File: src/rtl/alu_pkg.sv
// +--------------------------------------------------------------------+
// | alu_pkg : ALU opcode encoding shared by alu and alu_arbiter        |
// | Rev 1.0                                                            |
// +--------------------------------------------------------------------+
`default_nettype none

package alu_pkg;

    typedef enum logic [4:0] {
        ALU_MOV = 5'b00000,
        ALU_ADD,
        ALU_SUB,
        ALU_AND,
        ALU_OR,
        ALU_XOR,
        ALU_SLL,
        ALU_SRL,
        ALU_SRA,
        ALU_EQ,
        ALU_NE,
        ALU_LTU,
        ALU_GTU,
        ALU_GEU,
        ALU_LT,
        ALU_GT,
        ALU_GE,
        ALU_LUI = 5'b10001
    } alu_op_t;

    localparam logic [4:0] ALU_OP_LAST = 5'b10001;

    function automatic logic is_undef_op(input logic [4:0] ctrl);
        return ctrl > ALU_OP_LAST;
    endfunction

endpackage

`default_nettype wire

File: src/rtl/alu.sv
// +--------------------------------------------------------------------+
// | alu : combinational 32-bit ALU; compares evaluate srcb OP srca     |
// | Rev 1.0                                                            |
// +--------------------------------------------------------------------+
`default_nettype none

module alu
    import alu_pkg::*;
(
    input  logic [31:0] srca,
    input  logic [31:0] srcb,
    input  logic [4:0]  ctrl,
    output logic [31:0] res,
    output logic        flag
);

    logic w_slt;
    logic w_ult;

    assign w_slt = $signed(srcb) < $signed(srca);
    assign w_ult = srcb < srca;

    always_comb begin
        res  = 'x;
        flag = 1'b0;
        case (ctrl)
            ALU_MOV: res = srca;
            ALU_ADD: res = srcb + srca;
            ALU_SUB: res = srcb - srca;
            ALU_AND: res = srcb & srca;
            ALU_OR:  res = srcb | srca;
            ALU_XOR: res = srcb ^ srca;
            ALU_SLL: res = srcb << srca[4:0];
            ALU_SRL: res = srcb >> srca[4:0];
            ALU_SRA: res = $unsigned($signed(srcb) >>> srca[4:0]);
            ALU_EQ:  flag = (srcb == srca);
            ALU_NE:  flag = (srcb != srca);
            ALU_LTU: flag = w_ult;
            ALU_GTU: flag = (srcb > srca);
            ALU_GEU: flag = !w_ult;
            ALU_LT:  flag = w_slt;
            ALU_GT:  flag = ($signed(srcb) > $signed(srca));
            ALU_GE:  flag = !w_slt;
            ALU_LUI: res = {srcb[15:0], 16'h0000};
            default: begin
                res  = 'x;
                flag = 1'bx;
            end
        endcase
        // Compare ops return the flag as a 0/1 result as well.
        if (ctrl >= ALU_EQ && ctrl <= ALU_GE) begin
            res = {31'b0, flag};
        end
    end

endmodule

`default_nettype wire

File: src/rtl/rr_arbiter.sv
// +--------------------------------------------------------------------+
// | rr_arbiter : combinational round-robin pick starting at prio       |
// | Rev 1.0                                                            |
// +--------------------------------------------------------------------+
`default_nettype none

module rr_arbiter #(
    parameter int NREQ = 2,
    parameter int IDW  = $clog2(NREQ)
) (
    input  logic [NREQ-1:0] req,
    input  logic [IDW-1:0]  prio,
    output logic [NREQ-1:0] gnt,
    output logic [IDW-1:0]  idx
);

    int   w_j;
    logic w_found;

    always_comb begin
        gnt     = '0;
        idx     = '0;
        w_found = 1'b0;
        w_j     = 0;
        for (int k = 0; k < NREQ; k++) begin
            w_j = int'(prio) + k;
            if (w_j >= NREQ) begin
                w_j = w_j - NREQ;
            end
            if (!w_found && req[w_j]) begin
                w_found  = 1'b1;
                gnt[w_j] = 1'b1;
                idx      = IDW'(w_j);
            end
        end
    end

endmodule

`default_nettype wire

File: src/rtl/alu_arbiter.sv
// +--------------------------------------------------------------------+
// | alu_arbiter : round-robin sharing of one ALU, one response slot    |
// | Rev 1.0                                                            |
// +--------------------------------------------------------------------+
`default_nettype none

module alu_arbiter
    import alu_pkg::*;
#(
    parameter int NREQ = 2,
    parameter int IDW  = $clog2(NREQ)
) (
    input  logic                  clk,
    input  logic                  rst_n,
    input  logic [NREQ-1:0]       req_valid,
    output logic [NREQ-1:0]       req_ready,
    input  logic [NREQ-1:0][31:0] req_srca,
    input  logic [NREQ-1:0][31:0] req_srcb,
    input  logic [NREQ-1:0][4:0]  req_ctrl,
    output logic [NREQ-1:0]       rsp_valid,
    input  logic [NREQ-1:0]       rsp_ready,
    output logic [31:0]           rsp_res,
    output logic                  rsp_flag,
    output logic                  rsp_err
);

    localparam logic [0:0] c_EMPTY = 1'b0;
    localparam logic [0:0] c_FULL  = 1'b1;

    logic [0:0]      r_state;
    logic [0:0]      w_state_nxt;
    logic [IDW-1:0]  r_prio;
    logic [IDW-1:0]  r_owner;
    logic [31:0]     r_res;
    logic            r_flag;
    logic            r_err;

    logic [NREQ-1:0] w_gnt;
    logic [IDW-1:0]  w_gnt_idx;
    logic [IDW-1:0]  w_prio_nxt;
    logic            w_pop;
    logic            w_slot_free;
    logic            w_grant;

    logic [31:0]     w_srca;
    logic [31:0]     w_srcb;
    logic [4:0]      w_ctrl;
    logic [31:0]     w_alu_res;
    logic            w_alu_flag;
    logic            w_err;

    rr_arbiter #(
        .NREQ (NREQ),
        .IDW  (IDW)
    ) u_rr_arbiter (
        .req  (req_valid),
        .prio (r_prio),
        .gnt  (w_gnt),
        .idx  (w_gnt_idx)
    );

    assign w_srca = req_srca[w_gnt_idx];
    assign w_srcb = req_srcb[w_gnt_idx];
    assign w_ctrl = req_ctrl[w_gnt_idx];

    alu u_alu (
        .srca (w_srca),
        .srcb (w_srcb),
        .ctrl (w_ctrl),
        .res  (w_alu_res),
        .flag (w_alu_flag)
    );

    assign w_err       = is_undef_op(w_ctrl);
    assign w_pop       = (r_state == c_FULL) && rsp_ready[r_owner];
    assign w_slot_free = (r_state == c_EMPTY) || w_pop;
    assign w_grant     = rst_n && w_slot_free && (|req_valid);
    assign w_prio_nxt  = (w_gnt_idx == IDW'(NREQ - 1)) ? '0 : w_gnt_idx + 1'b1;

    always_ff @(posedge clk) begin
        if (!rst_n) begin
            r_state <= c_EMPTY;
        end else begin
            r_state <= w_state_nxt;
        end
    end

    always_comb begin
        w_state_nxt = r_state;
        if (w_grant) begin
            w_state_nxt = c_FULL;
        end else if (w_pop) begin
            w_state_nxt = c_EMPTY;
        end
    end

    always_comb begin
        req_ready = '0;
        rsp_valid = '0;
        if (w_grant) begin
            req_ready = w_gnt;
        end
        if (r_state == c_FULL) begin
            rsp_valid[r_owner] = 1'b1;
        end
    end

    // Undefined codes are masked here so the ALU's X outputs never reach a flop.
    always_ff @(posedge clk) begin
        if (!rst_n) begin
            r_prio  <= '0;
            r_owner <= '0;
            r_res   <= '0;
            r_flag  <= 1'b0;
            r_err   <= 1'b0;
        end else if (w_grant) begin
            r_prio  <= w_prio_nxt;
            r_owner <= w_gnt_idx;
            r_res   <= w_err ? 32'h0 : w_alu_res;
            r_flag  <= w_err ? 1'b0 : w_alu_flag;
            r_err   <= w_err;
        end
    end

    assign rsp_res  = r_res;
    assign rsp_flag = r_flag;
    assign rsp_err  = r_err;

endmodule

`default_nettype wire
File: config.mk
export PLATFORM = sky130hd
export DESIGN_NAME = alu_arbiter
export DESIGN_NICKNAME = d
export VERILOG_FILES = /design/src/rtl/alu_pkg.sv /design/src/rtl/alu.sv /design/src/rtl/rr_arbiter.sv /design/src/rtl/alu_arbiter.sv
export SDC_FILE = /design/constraint.sdc
export NUM_CORES = 1
export LEC_CHECK = 0
export CAP_MARGIN = 10
export CORE_ASPECT_RATIO = 1.5
export CORE_MARGIN = 2
export CORE_UTILIZATION = 35
export DETAILED_ROUTE_END_ITERATION = 8
export GPL_TIMING_DRIVEN = 1
export MAX_ROUTING_LAYER = met4
export PLACE_DENSITY = 0.56
export SETUP_SLACK_MARGIN = 0.4
export SLEW_MARGIN = 20
export SYNTH_ARGS = -nofsm -noshare
export SYNTH_HDL_FRONTEND = slang
export SYNTH_SLANG_ARGS = --single-unit
File: constraint.sdc
create_clock -name clk -period 6.5 [get_ports clk]
set_input_delay 0.975 -clock clk [delete_from_list [all_inputs] [get_ports clk]]
set_output_delay 0.975 -clock clk [all_outputs]
set_load 0.005 [all_outputs]
==> parameters.txt <==
Parameter                              Value

Route
  Count of vias placed by the detailed router    around 18,000
  Wire length per cell after detailed routing    about 30 um
  Post-route antenna net violation count    0
  TritonRoute pass-1 iters    6
  Iter 0 DRT Violations    approximately 2,200
  Detailed-route wire length    78,500 um
  DRC    0
  Vias per std cell    just under 7

STA
  Final number of max-transition violations    0
  Final critical path time including I/O delays and setup    ~5800 ps
  Setup repair after global routing missed its margin    no
  Worst-case clock skew    9.86 ps
  Final critical-path share of the clock period    0.899
  Fin Setup TNS    0 ps
  Fin Hold WS    ~450 ps
  Max Clock Freq    between 0.15 and 0.2 GHz
  Worst slew margin relative to its limit    0.259
  Least-Margin Pin Slew    1110 ps
  Hold Fails Final Rpt    0
  Number of setup violations in the final report    0

Placement
  DP Area    16,200 um^2
  HPWL after DPL    61,700 um
  Port Buffers    181
  Final weighted congestion of routability-driven global placement    1.05

Logic synthesis
  Synth Warn #    0
  Total standard cell area after synthesis    14,100 um^2
  Main flop type after synthesis    sky130_fd_sc_hd__dfxtp_1
  Number of nets in the synthesized netlist    2,290
  Post-synthesis instance total    slightly above 2,000
  Total of flip-flops plus latches after synthesis    37
  Share of flip-flops with an asynchronous set or reset    0
  Sequential cell area fraction in the yosys report    0.0526
  Number of flops mapped to enable cells by yosys    0
  Synthesized area per cell    approximately 6.9 um^2
  Number of distinct standard cells referenced by the synthesized netlist    104

Global routing
  Met2 routing resource usage after global routing    0.605
  Busiest layer in global routing    met2
  Global-route usage over all layers    0.370
  Global-route wire length before repair    114,000 um
  Vias in the first global route    around 17,000
  Global-route congestion overflow total    0
  Maximum number of pins on one net before global-route repair    between 70 and 80
  Met1 Resource Use GR    0.427
  Met3 Usage GRT    0.0371
  Antenna violations before repair    0

Power and ir drop
  Areal power density over the cells    146 nW/um^2
  Leakage power    between 6 and 7 nW
  Peak ir drop on the vdd network    ~0.00011 V

Worst setup path
  Crit path arrival time    about 6100 ps
  Peak fanout along the critical path    44
  Critical Setup Path Class    primary input to flop
  Data required, critical path    around 6700 ps
  Element type at the critical path end    flop
  Startpoint type of the worst setup path    primary input

Clocking
  Clk pin slew, worst setup/hold paths    80 ps
  Largest buffer count on any clock path    2
  Count of cells resized by post-cts repair    0
  Clock insertion delay at the later pin of the skew report    310 ps
  TritonCTS sink count    37
  # Post-CTS Setup Buffers    0
  CTS hold repair buffers    0
  Number of buffers inserted during clock tree synthesis    5
  Clock root cell    sky130_fd_sc_hd__clkbuf_16
  H-Tree Level Count    2
  TritonCTS clock tree    built

Min path
  Path category of the worst min-delay check    flop to flop

Final layout
  Number of nets in the layout    around 2,400
  Area overhead of the layout relative to synthesis    16.4%
  Layout cell share with drive strength beyond 1    0.0877
  Antenna diode count    0
  Final design utilization    0.410
  Final non-filler cell area    between 15,000 and 20,000 um^2
  Filler Cells Inserted    approximately 4,300

Outcome
  Run status    finished, final reports clean

Floorplanning
  Total I/O pin count    roughly 180
  Initial core utilization    0.352
  Die height    about 250 um
  Core Region    between 30,000 and 40,000 um^2
  Die footprint    between 40,000 and 50,000 um^2
  Site Rows    90
  Die Width    approximately 170 um

Run
  Reported max-cap violation count    0
[cell usage after synthesis, types with 37 or more instances]
master | count | area [um^2]
sky130_fd_sc_hd__mux2_2 | 42 | 473
sky130_fd_sc_hd__nand3_1 | 67 | 335
sky130_fd_sc_hd__clkbuf_1 | 58 | 218
sky130_fd_sc_hd__buf_2 | 78 | 390
sky130_fd_sc_hd__o211ai_1 | 53 | 398
sky130_fd_sc_hd__a211oi_1 | 39 | 293
sky130_fd_sc_hd__dfxtp_1 | 37 | 741
sky130_fd_sc_hd__nor2_1 | 132 | 495
sky130_fd_sc_hd__nand4_1 | 45 | 282
sky130_fd_sc_hd__a21oi_1 | 170 | 851
sky130_fd_sc_hd__nand2_1 | 222 | 833
sky130_fd_sc_hd__inv_1 | 99 | 372
sky130_fd_sc_hd__mux2i_1 | 174 | 1740
sky130_fd_sc_hd__ha_1 | 97 | 1210
sky130_fd_sc_hd__o21ai_0 | 107 | 536
sky130_fd_sc_hd__nor3_1 | 40 | 200
[logic make-up (layout without fill, tap and decap cells)]
logic type / after synthesis / count (layout) / share of synthesized area
compound gates: 734 / 734 / 0.360
xor+xnor: 14 / 14 / 0.00871
fa+ha+maj: 99 / 99 / 0.0891
buf+inv: 286 / 372 / 0.0943
flops: 37 / 37 / 0.0526
mux: 224 / 224 / 0.169
simple gates: 653 / 653 / 0.226
[cell type report]
| class | count | area (um^2) | area share |
|---|---|---|---|
| clock buffers | 6 | 129 | 0.00787 |
| clock inverters | 2 | 10.0 | 0.000611 |
| well taps | 506 | 633 | 0.0386 |
| flip-flops and latches | 37 | 741 | 0.0452 |
| inverters | 107 | 404 | 0.0247 |
| multi-input cells | 1724 | 12100 | 0.736 |
| repair buffers | 257 | 2400 | 0.147 |
[path summary, 6_finish.rpt]
check,from,to,slack (ps),depth (start not counted)
min reg2reg,rsp_res[8],rsp_res[8],450,2
max,req_valid[0],rsp_res[27],650,16
max reg2reg,r_prio,rsp_res[27],1420,15
min,rsp_res[8],rsp_res[8],450,2
[layout by cell type (no fill, tap or decap), types with 40 or more instances in the layout]
master / n
sky130_fd_sc_hd__nand2_1: 222
sky130_fd_sc_hd__clkdlybuf4s50_1: 178
sky130_fd_sc_hd__mux2i_1: 174
sky130_fd_sc_hd__a21oi_1: 170
sky130_fd_sc_hd__nor2_1: 129
sky130_fd_sc_hd__o21ai_0: 107
sky130_fd_sc_hd__inv_1: 99
sky130_fd_sc_hd__ha_1: 97
sky130_fd_sc_hd__buf_4: 73
sky130_fd_sc_hd__nand3_1: 67
sky130_fd_sc_hd__o211ai_1: 53
sky130_fd_sc_hd__nand4_1: 45
sky130_fd_sc_hd__mux2_2: 42
sky130_fd_sc_hd__nor3_1: 40
[power by group]
group          internal, mW  switching, mW  total (mW)  leakage, nW
Sequential            0.241         0.0126       0.254        0.301
Clock                 0.142          0.135       0.278       0.0706
Combinational         0.650           1.21        1.86         6.20
Total                  1.03           1.36        2.39         6.58
[registers in the layout (all words and copies together) (netlist names)]
signal	count
r_prio	1
rsp_err	1
rsp_flag	1
r_owner	1
r_state	1
rsp_res	32
[per-layer routing]
metal	up-vias	share of wire
met1	8681	0.39
met5	-	0
li1	7966	-
met4	0	0.083
met2	972	0.47
met3	265	0.062
[worst max-delay path, stage by stage]
cell                              delay (ps)
sky130_fd_sc_hd__clkdlybuf4s50_1         470
sky130_fd_sc_hd__and2b_1                 220
sky130_fd_sc_hd__nor2_4                  190
sky130_fd_sc_hd__buf_12                  290
sky130_fd_sc_hd__mux2i_1                 610
sky130_fd_sc_hd__inv_1                   160
sky130_fd_sc_hd__ha_1                    550
sky130_fd_sc_hd__inv_1                   200
sky130_fd_sc_hd__o31ai_1                 430
sky130_fd_sc_hd__nor2b_1                 220
sky130_fd_sc_hd__a211oi_1                110
sky130_fd_sc_hd__a32oi_1                 550
sky130_fd_sc_hd__nand2_1                 220
sky130_fd_sc_hd__o311ai_0                380
sky130_fd_sc_hd__a2bb2oi_1               120
sky130_fd_sc_hd__o311a_1                 290
[through the flow]
step	setup slack, ps	power, mW	std cells
finish	655	2.39	2639
global route	405	2.51	2639
CTS	772	2.34	2639
detailed placement	445	2.06	2631
global placement	501	2.06	2631
floorplan	1510	1.40	2047
Power figures use the tool's default switching activity.
